===== src/rtl/yolo_layer_pkg.sv =====
// Shared definitions for the YOLO-layer class-argmax path: lane geometry and
// the {eligible, value, index} record that flows through the compare tree.
package yolo_layer_pkg;

    localparam int LANE_W     = 8;
    localparam int LANES      = 8;
    localparam int BOX_FIELDS = 5;

    // One compare-tree candidate: an ineligible candidate never wins a compare.
    typedef struct packed {
        logic              elig;
        logic [LANE_W-1:0] value;
        logic [2:0]        index;
    } cmax_pair_t;

    // Lanes of the final beat of an anchor that still carry class channels.
    function automatic logic [LANES-1:0] last_beat_class_lanes(input int beats,
                                                                input int class_num);
        logic [LANES-1:0] m;
        m = '0;
        for (int k = 0; k < LANES; k++) begin
            m[k] = (((beats - 1) * LANES) + k) < (BOX_FIELDS + class_num);
        end
        return m;
    endfunction

endpackage


===== src/rtl/yolo_cmax8_gen_if.sv =====
// Beat stream in, tagged argmax bus out, between the YOLO-layer upstream and
// the per-anchor running-argmax accumulators.
interface yolo_cmax8_gen_if;
    import yolo_layer_pkg::*;

    logic                    yolo_layer_finish;
    logic                    in_valid;
    logic [LANES*LANE_W-1:0] in_data;
    logic                    en;
    logic [3:0]              trans_cnt;
    logic [1:0]              anchor_sel_t;
    logic [LANE_W-1:0]       cmax8_value_x;
    logic [2:0]              cmax8_index_x;
    logic                    anchor_done;

    modport master (
        output yolo_layer_finish, in_valid, in_data,
        input  en, trans_cnt, anchor_sel_t, cmax8_value_x, cmax8_index_x, anchor_done
    );

    modport slave (
        input  yolo_layer_finish, in_valid, in_data,
        output en, trans_cnt, anchor_sel_t, cmax8_value_x, cmax8_index_x, anchor_done
    );

endinterface


===== src/rtl/cmax_pair_sel.sv =====
// Two-input {value, index} select used as a node of the argmax tree.
// The left input keeps ties so the lowest lane index survives.
module cmax_pair_sel
    import yolo_layer_pkg::*;
(
    input  cmax_pair_t a_i,
    input  cmax_pair_t b_i,
    output cmax_pair_t y_o
);

    // Right side wins only if eligible and strictly larger, or if left is ineligible.
    always_comb begin
        y_o = a_i;
        if (b_i.elig && (!a_i.elig || (b_i.value > a_i.value))) begin
            y_o = b_i;
        end
    end

endmodule


===== src/rtl/yolo_cmax8_gen.sv =====
// Producer side of the YOLO-layer class-argmax path: tags each 64-bit beat
// with its beat/anchor numbers, masks box/obj (and optionally pad) lanes and
// reduces the eligible lanes to a {max value, lane index} pair in two stages.
// Optional feature macro: YOLO_CMAX8_PAD_MASK_EN masks last-beat pad lanes.
module yolo_cmax8_gen
    import yolo_layer_pkg::*;
#(
    parameter int CLASS_NUM        = 80,
    parameter int BEATS_PER_ANCHOR = 11,
    parameter int NUM_ANCHORS      = 3
) (
    input logic             clk,
    input logic             rst_n,
    yolo_cmax8_gen_if.slave bus
);

    localparam logic [3:0]       LAST_BEAT        = 4'(BEATS_PER_ANCHOR);
    localparam logic [1:0]       LAST_ANCHOR      = 2'(NUM_ANCHORS);
    localparam logic [LANES-1:0] FIRST_BEAT_LANES = ~LANES'((1 << BOX_FIELDS) - 1);
`ifdef YOLO_CMAX8_PAD_MASK_EN
    localparam logic [LANES-1:0] LAST_BEAT_LANES  =
        last_beat_class_lanes(BEATS_PER_ANCHOR, CLASS_NUM);
`endif

    // Reject parameter sets the counters and masks cannot represent.
    if (CLASS_NUM < 3) begin : g_bad_class_num
        $error("yolo_cmax8_gen: CLASS_NUM must be at least 3");
    end
    if ((BEATS_PER_ANCHOR > 15) ||
        (BEATS_PER_ANCHOR != ((BOX_FIELDS + CLASS_NUM + LANES - 1) / LANES))) begin : g_bad_beats
        $error("yolo_cmax8_gen: BEATS_PER_ANCHOR must be ceil((5+CLASS_NUM)/8) and at most 15");
    end
    if ((NUM_ANCHORS < 1) || (NUM_ANCHORS > 3)) begin : g_bad_anchors
        $error("yolo_cmax8_gen: NUM_ANCHORS must be 1..3");
    end

    logic                    flush;
    logic [3:0]              beat_cnt_q, beat_cnt_d;
    logic [1:0]              anc_cnt_q, anc_cnt_d;

    logic                    in_vld_q;
    logic [LANES*LANE_W-1:0] in_data_q;
    logic [3:0]              in_beat_q;
    logic [1:0]              in_anc_q;
    logic                    in_last;
    logic [LANES-1:0]        elig_mask;

    cmax_pair_t              lane_pair [LANES];
    cmax_pair_t              lvl1_pair [4];
    cmax_pair_t              lvl2_pair [2];

    logic                    s1_vld_q;
    cmax_pair_t              s1_pair_q [2];
    logic [3:0]              s1_beat_q;
    logic [1:0]              s1_anc_q;
    logic                    s1_last_q;
    cmax_pair_t              final_pair;
    logic                    out_upd;

    logic                    en_q;
    logic                    done_q;
    logic [3:0]              trans_q;
    logic [1:0]              anc_sel_q;
    logic [LANE_W-1:0]       value_q;
    logic [2:0]              index_q;

    // A finishing layer and reset both drop every in-flight beat and any beat presented now.
    assign flush = !rst_n || bus.yolo_layer_finish;

    // Next beat/anchor numbers: beat wraps at the anchor length, anchor wraps per grid cell.
    always_comb begin
        beat_cnt_d = beat_cnt_q;
        anc_cnt_d  = anc_cnt_q;
        if (bus.in_valid) begin
            if (beat_cnt_q == LAST_BEAT) begin
                beat_cnt_d = 4'd1;
                anc_cnt_d  = (anc_cnt_q == LAST_ANCHOR) ? 2'd1 : anc_cnt_q + 2'd1;
            end else begin
                beat_cnt_d = beat_cnt_q + 4'd1;
            end
        end
    end

    // Input beat/anchor counters, restarting at 1/1 on reset or layer finish.
    always_ff @(posedge clk) begin
        if (flush) begin
            beat_cnt_q <= 4'd1;
            anc_cnt_q  <= 2'd1;
        end else begin
            beat_cnt_q <= beat_cnt_d;
            anc_cnt_q  <= anc_cnt_d;
        end
    end

    // Capture the accepted beat together with its beat/anchor tag.
    always_ff @(posedge clk) begin
        if (flush) begin
            in_vld_q <= 1'b0;
        end else begin
            in_vld_q <= bus.in_valid;
        end
        if (bus.in_valid) begin
            in_data_q <= bus.in_data;
            in_beat_q <= beat_cnt_q;
            in_anc_q  <= anc_cnt_q;
        end
    end

    assign in_last = (in_beat_q == LAST_BEAT);

    // Lanes allowed to compete: box/obj lanes of beat 1 never do, pad lanes optionally not.
    always_comb begin
        elig_mask = '1;
        if (in_beat_q == 4'd1) begin
            elig_mask = elig_mask & FIRST_BEAT_LANES;
        end
`ifdef YOLO_CMAX8_PAD_MASK_EN
        if (in_last) begin
            elig_mask = elig_mask & LAST_BEAT_LANES;
        end
`endif
    end

    for (genvar k = 0; k < LANES; k++) begin : g_lane
        assign lane_pair[k] = '{elig:  elig_mask[k],
                                value: in_data_q[k*LANE_W +: LANE_W],
                                index: 3'(k)};
    end

    for (genvar k = 0; k < 4; k++) begin : g_lvl1
        cmax_pair_sel u_sel (
            .a_i (lane_pair[2*k]),
            .b_i (lane_pair[2*k+1]),
            .y_o (lvl1_pair[k])
        );
    end

    for (genvar k = 0; k < 2; k++) begin : g_lvl2
        cmax_pair_sel u_sel (
            .a_i (lvl1_pair[2*k]),
            .b_i (lvl1_pair[2*k+1]),
            .y_o (lvl2_pair[k])
        );
    end

    // Stage 1 register: the two half-tree winners plus the beat's tag.
    always_ff @(posedge clk) begin
        if (flush) begin
            s1_vld_q <= 1'b0;
        end else begin
            s1_vld_q <= in_vld_q;
        end
        if (in_vld_q) begin
            s1_pair_q[0] <= lvl2_pair[0];
            s1_pair_q[1] <= lvl2_pair[1];
            s1_beat_q    <= in_beat_q;
            s1_anc_q     <= in_anc_q;
            s1_last_q    <= in_last;
        end
    end

    cmax_pair_sel u_sel_final (
        .a_i (s1_pair_q[0]),
        .b_i (s1_pair_q[1]),
        .y_o (final_pair)
    );

    // Every beat has at least one eligible lane, so the elig term only guards against a bad config.
    assign out_upd = s1_vld_q && !bus.yolo_layer_finish && final_pair.elig;

    // Output register: single-cycle en per beat, data held between beats.
    always_ff @(posedge clk) begin
        if (!rst_n) begin
            en_q      <= 1'b0;
            done_q    <= 1'b0;
            trans_q   <= 4'd0;
            anc_sel_q <= 2'd0;
            value_q   <= '0;
            index_q   <= 3'd0;
        end else begin
            en_q   <= s1_vld_q && !bus.yolo_layer_finish;
            done_q <= s1_vld_q && !bus.yolo_layer_finish && s1_last_q;
            if (out_upd) begin
                trans_q   <= s1_beat_q;
                anc_sel_q <= s1_anc_q;
                value_q   <= final_pair.value;
                index_q   <= final_pair.index;
            end
        end
    end

    assign bus.en            = en_q;
    assign bus.anchor_done   = done_q;
    assign bus.trans_cnt     = trans_q;
    assign bus.anchor_sel_t  = anc_sel_q;
    assign bus.cmax8_value_x = value_q;
    assign bus.cmax8_index_x = index_q;

endmodule


===== src/flat_wrapper.sv =====
// flat-port wrapper written by rule: the top's interface ports become plain ports
module yolo_cmax8_gen_flat import yolo_layer_pkg::*;
#(
    parameter int CLASS_NUM        = 80,
    parameter int BEATS_PER_ANCHOR = 11,
    parameter int NUM_ANCHORS      = 3
)
  (clk, rst_n, bus_yolo_layer_finish, bus_in_valid, bus_in_data, bus_en, bus_trans_cnt, bus_anchor_sel_t, bus_cmax8_value_x, bus_cmax8_index_x, bus_anchor_done);
  yolo_cmax8_gen_if bus_i ();
  input logic clk;
  input logic rst_n;
  input wire logic [$bits(bus_i.yolo_layer_finish)-1:0] bus_yolo_layer_finish;
  input wire logic [$bits(bus_i.in_valid)-1:0] bus_in_valid;
  input wire logic [$bits(bus_i.in_data)-1:0] bus_in_data;
  output wire logic [$bits(bus_i.en)-1:0] bus_en;
  output wire logic [$bits(bus_i.trans_cnt)-1:0] bus_trans_cnt;
  output wire logic [$bits(bus_i.anchor_sel_t)-1:0] bus_anchor_sel_t;
  output wire logic [$bits(bus_i.cmax8_value_x)-1:0] bus_cmax8_value_x;
  output wire logic [$bits(bus_i.cmax8_index_x)-1:0] bus_cmax8_index_x;
  output wire logic [$bits(bus_i.anchor_done)-1:0] bus_anchor_done;
  assign bus_i.yolo_layer_finish = bus_yolo_layer_finish;
  assign bus_i.in_valid = bus_in_valid;
  assign bus_i.in_data = bus_in_data;
  assign bus_en = bus_i.en;
  assign bus_trans_cnt = bus_i.trans_cnt;
  assign bus_anchor_sel_t = bus_i.anchor_sel_t;
  assign bus_cmax8_value_x = bus_i.cmax8_value_x;
  assign bus_cmax8_index_x = bus_i.cmax8_index_x;
  assign bus_anchor_done = bus_i.anchor_done;
  yolo_cmax8_gen #(.CLASS_NUM(CLASS_NUM), .BEATS_PER_ANCHOR(BEATS_PER_ANCHOR), .NUM_ANCHORS(NUM_ANCHORS)) u_core (.clk(clk), .rst_n(rst_n), .bus(bus_i));
endmodule

===== config.mk =====
export PLATFORM = sky130hd
export DESIGN_NAME = yolo_cmax8_gen_flat
export DESIGN_NICKNAME = d
export VERILOG_FILES = /design/src/rtl/yolo_layer_pkg.sv /design/src/rtl/yolo_cmax8_gen_if.sv /design/src/rtl/cmax_pair_sel.sv /design/src/rtl/yolo_cmax8_gen.sv /design/src/flat_wrapper.sv
export SDC_FILE = /design/constraint.sdc
export NUM_CORES = 1
export LEC_CHECK = 0
export CAP_MARGIN = 40
export CELL_PAD_IN_SITES_DETAIL_PLACEMENT = 1
export CELL_PAD_IN_SITES_GLOBAL_PLACEMENT = 2
export CORE_ASPECT_RATIO = 1.75
export CORE_MARGIN = 2
export CORE_UTILIZATION = 37
export CTS_CLUSTER_SIZE = 16
export DETAILED_ROUTE_END_ITERATION = 10
export GPL_TIMING_DRIVEN = 0
export MAX_ROUTING_LAYER = met4
export PLACE_DENSITY = 0.78
export REMOVE_ABC_BUFFERS = 1
export SYNTH_ARGS = -nofsm -noshare
export SYNTH_HDL_FRONTEND = slang
export SYNTH_SLANG_ARGS = --single-unit

===== constraint.sdc =====
create_clock -name clk -period 4.45 [get_ports clk]
set_input_delay 0.89 -clock clk [delete_from_list [all_inputs] [get_ports clk]]
set_output_delay 0.89 -clock clk [all_outputs]
set_load 0.05 [all_outputs]

Yosys cells after proc, flatten, opt, wreduce, memory -nomap -nowiden
Memory sizes are Yosys's and may differ from the RTL's.
Index checks and enable logic that the tools add are counted.

operators by class
  add/sub/neg operators = 2
  magnitude comparators = 7
  eq/ne operators = 4
  muxes and demuxes = 12
  reduce and logical (&&, ||, !) cells = 28

operators by type and width
  kind                                            count
  two-way mux 12 bit                              7
  > comparator 8 bit                              7
  == test 4 bit (second input constant)           2
  logical AND 1 bit                               8
  logical NOT 1 bit                               8
  logical OR 1 bit                                8
  two-way mux 5 bit                               1
  adder 4 x 1 -> 4 bit (second input constant)    1
  == test 4 x 1 -> 1 bit (second input constant)  1
  two-way mux 4 bit                               1
  adder 2 x 1 -> 2 bit (second input constant)    1
  == test 2 bit (second input constant)           1
  logical AND 1 bit (first input constant)        2
  two-way mux 1 bit                               2
  two-way mux 2 bit                               1
  AND reduction 2 bit                             1
  logical NOT 1 bit (first input constant)        1

word-level totals
  register bits = 104
  RAM bits = 24
  input port bits = 68
  output and inout port bits = 19
  word-level logic and storage cells = 70
  memories kept = 1

memory list
  memory            depth  width  read ports  clocked after memory_dff  wr ports  line                  RTL
  u_core.s1_pair_q  2      12     2           0                         2         yolo_cmax8_gen.sv:53  cmax_pair_t s1_pair_q [2];

Longest topological paths before layout
  depth in word-level cells = 10
  mapped depth = 17
  depth with buffers taken out = 15

Cells and area by module
A second synthesis with hierarchy kept.

unflattened totals
  cell total of the unflattened synthesis = 523
  area, all modules = 6562.5 µm²

by module, submodules not included
  module          times used  cells each  area an instance (µm²)  seq. area each (µm²)
  yolo_cmax8_gen  1           215         4092.7                  3573.4
  cmax_pair_sel   7           44          352.8                   0.0

Worst setup path before layout
Ideal clock, no wire load.

  kind = reg2reg
  from = register u_core.in_data_q[57]
  to = memory u_core.s1_pair_q[0][15] in the netlist's numbering, data pin
  setup time = 264 ps
  data arrival time = 2891 ps
  data required time = 4186 ps
  path slack = 1295 ps
  cell stages (with the launch flop) = 16
  path buffers = 1
  clock period less this slack = 3155 ps
  cell sequence = edfxtp_1 > ha_1 > nor2b_1 > o211ai_1 > a21oi_1 > o22ai_1 > buf_2 > mux2i_1 > inv_1 > ha_1 > nor2b_1 > o211ai_1 > a21oi_1 > o22ai_1 > inv_2 > mux2i_1

RTL lines
  element                 line                   RTL
  from (decl)             yolo_cmax8_gen.sv:42   logic [LANES*LANE_W-1:0] in_data_q;
  from (signal assigned)  yolo_cmax8_gen.sv:103  in_data_q <= bus.in_data;
  to (decl)               yolo_cmax8_gen.sv:53

==> summary.md <==
| Metric | Value |
|---|---|
| CTS Buf Count | `17` |
| Number of distinct library cells after synthesis | `41` |
| Gate Count Post-Synth | `469` |
| Syn. warnings | `0` |
| VDD IR max | `0.000240 V` |
| Worst Clk Skew | `0.0113 ns` |
| Most common cell after layout, fill and taps aside | `edfxtp_1` |
| Routed len/inst | `16.5 µm` |
| Total power | `3.41 mW` |
| Post-CTS Resized | `0` |
| Dpl cells | `~740` |
| Row count | `61` |
| Final ANT Viol Nets | `0` |
| Min Tclk post-route | `3.98 ns` |
| Pin count of the biggest net entering global routing | `slightly below 80` |
| Measured slew at the worst slew-check pin | `0.805 ns` |
| Die Y | `173 µm` |
| Total Routing Usage GR | `15.9%` |
| Crit-path max cell delay | `0.71 ns` |
| Status | `completed` |
| Layout Nets | `695` |
| Crit-path slowest cell | `or4b_1` |
| Hold buffers post-CTS | `0` |
| Lkg Pwr | `3.21 nW` |
| Cell family with most CP delay | `compound AO/OA/AOI/OAI gates` |
| Maximum root-to-sink buffer count | `2` |
| Startpoint Class | `flip-flop` |
| Via count of the first global-routing pass | `4252` |
| RSZ-0062 raised after global routing | `false` |
| P&R area growth vs syn | `28.3%` |
| Die width | `101 µm` |
| Share of synthesized registers carrying an async set or reset | `0%` |
| 1st-pass router iterations | `5` |
| Crit path max fanout | `8` |
| Arr. time, crit path | `4.22 ns` |
| Vias per cell | `5.07` |
| IO buf count | `86` |
| Synth Register Bits | `126` |
| Slew Viols, Final | `0` |
| Worst Setup End Kind | `flip-flop` |
| CP cell instances | `or4b_1 -> o21ai_2 -> a21o_1 -> mux2i_1 -> inv_1 -> ha_1 -> nor2b_1 -> o21ai_0 -> a21oi_1 -> o21bai_1 -> a21oi_1 -> buf_4 -> mux2i_1` |
| Met2 wire length | `7.57 mm` |
| CTS tree | `yes` |
| Sequential share of the synthesized area | `between 50% and 60%` |
| Starting density of the core | `37.9%` |
| CTS sink cnt | `126` |
| Worst path bufs/invs | `2` |
| Netlist Area Pre-Place | `6050 µm²` |
| Max frequency | `between 200 and 300 MHz` |
| Final setup violation count | `0` |
| Worst path required time | `4.69 ns` |
| Max_slew headroom | `46.4%` |
| Clock-pin slew on the worst setup and hold paths | `0.06 ns` |
| P per Cell Area | `approximately 440 nW/µm²` |
| DR top layer | `met4` |
| H-tree Lvls | `4` |
| Layout cells sized above 1 | `8.42%` |
| M1 WL | `4.61 mm` |
| HPWL after detailed placement | `just under 10 mm` |
| RD Place Congestion | `0.786` |
| Core footprint | `16000 µm²` |
| Hold Fails Final Rpt | `0` |
| Die area | `17400 µm²` |
| Placed inst area | `approximately 7100 µm²` |
| Period utilization | `roughly 90%` |
| IO Count | `87` |
| N_diodes | `0` |
| Grt total ovfl | `0` |
| Setup Fix Bufs, Post-CTS | `0` |
| Residual DRC count | `0` |
| Most frequent cells in the layout | `edfxtp_1, clkdlybuf4s50_1, ha_1` |
| Met3 WL post-DR | `332 µm` |
| Overall routed net length | `between 10 and 15 mm` |
| Setup CP Type | `reg2reg` |
| Max-Cap Viols | `0` |
| Root Driver | `clkbuf_16` |
| EDFF count, synth | `99` |
| Clk_lat worst skew | `0.41 ns` |
| Final Cell Area | `7760 µm²` |
| Syn Area/Cell | `12.9 µm²` |
| First-pass GRT wire length | `20.7 mm` |
| Final non-filler cell total | `771` |
| Main synth FF type | `edfxtp_1` |
| Initial antenna violation count | `0` |
| Vias | `3910` |
| Post-route setup TNS | `0 ns` |
| Tightest Hold Check Type | `reg2reg` |
| Slack of the critical path | `between 0.4 and 0.5 ns` |
| Starting DRT DRC Count | `116` |
| DP Worst Slack | `0.403 ns` |
==> sequential cells by signal, summed over array words and instances, names as in the netlist, 2 cells and up <==
| name | flops |
|---|---|
| u_core.bus.cmax8_index_x | 3 |
| u_core.in_anc_q | 2 |
| u_core.anc_cnt_q | 2 |
| u_core.beat_cnt_q | 4 |
| u_core.in_beat_q | 4 |
| u_core.in_data_q | 64 |
| u_core.s1_beat_q | 4 |
| u_core.bus.anchor_sel_t | 2 |
| u_core.s1_pair_q | 22 |
| u_core.s1_anc_q | 2 |
| u_core.bus.trans_cnt | 4 |
| u_core.bus.cmax8_value_x | 8 |
==> area by class of cell <==
cell class,count,area (µm²)
repair buffers,91,927
inverters,58,218
clock buffers,18,439
clock inverters,14,179
multi-input cells,275,2250
fillers,1612,8190
well taps,189,236
flip-flops and latches,126,3510
==> path summary, 6_finish.rpt <==
kind / from / end / slack [ns] / cells past startpoint
min reg2reg: u_core.in_anc_q[0]$_DFFE_PP_ / u_core.s1_anc_q[0]$_DFFE_PP_ / 0.42 / 0
max reg2reg: u_core.in_beat_q[1]$_DFFE_PP_ / u_core.s1_pair_q[0][5]$_DFFE_PP_ / 0.47 / 13
max: u_core.in_beat_q[1]$_DFFE_PP_ / u_core.s1_pair_q[0][5]$_DFFE_PP_ / 0.47 / 13
min: u_core.in_anc_q[0]$_DFFE_PP_ / u_core.s1_anc_q[0]$_DFFE_PP_ / 0.42 / 0
==> synthesized netlist by cell type (8+ instances only) <==
cell type,n,share of area (%)
nand4_1,10,1.0
o21ai_0,21,1.7
nor2b_1,11,1.1
inv_1,57,3.5
a21oi_1,31,2.6
dfxtp_1,27,8.9
edfxtp_1,99,49
nand2_1,22,1.4
mux2i_1,53,8.8
ha_1,58,12
nor2_1,8,0.50
==> metrics by stage <==
stage / hold slack, ns / util, %
floorplan: 0.400 / -
global placement: 0.408 / 44.4
detailed placement: 0.408 / 44.8
CTS: 0.418 / 48.6
global route: 0.418 / 48.6
finish: 0.422 / 48.6
==> per-layer routing <==
| metal | track usage [%] | vias to the layer above |
|---|---|---|
| met5 | - | - |
| met4 | 6.22 | 0 |
| met3 | 2.75 | 15 |
| met2 | 30.3 | 68 |
| met1 | 15.5 | 1908 |
| li1 | - | 1919 |
==> logic make-up (layout without fill, tap and decap cells) <==
| group | after synthesis | count (layout) | synth area share, % |
|---|---|---|---|
| flip-flops | 126 | 126 | 58.1 |
| AO/OA/AOI/OAI | 83 | 83 | 8.13 |
| AND/OR/NAND/NOR | 71 | 71 | 6.31 |
| buffers and inverters | 68 | 181 | 4.78 |
| multiplexers | 60 | 60 | 10.4 |
| adder cells (fa/ha/maj) | 58 | 58 | 12.0 |
| XOR/XNOR | 2 | 2 | 0.290 |
| other | 1 | 1 | 0.0620 |
==> power breakdown <==
group          leakage [nW]  switching [mW]  internal [mW]
logic                  1.73           0.291          0.266
registers              1.16          0.0412           1.36
clock network         0.307           0.541          0.907
total                  3.21           0.874           2.54
No activity file was read; power rests on OpenSTA's default activity.
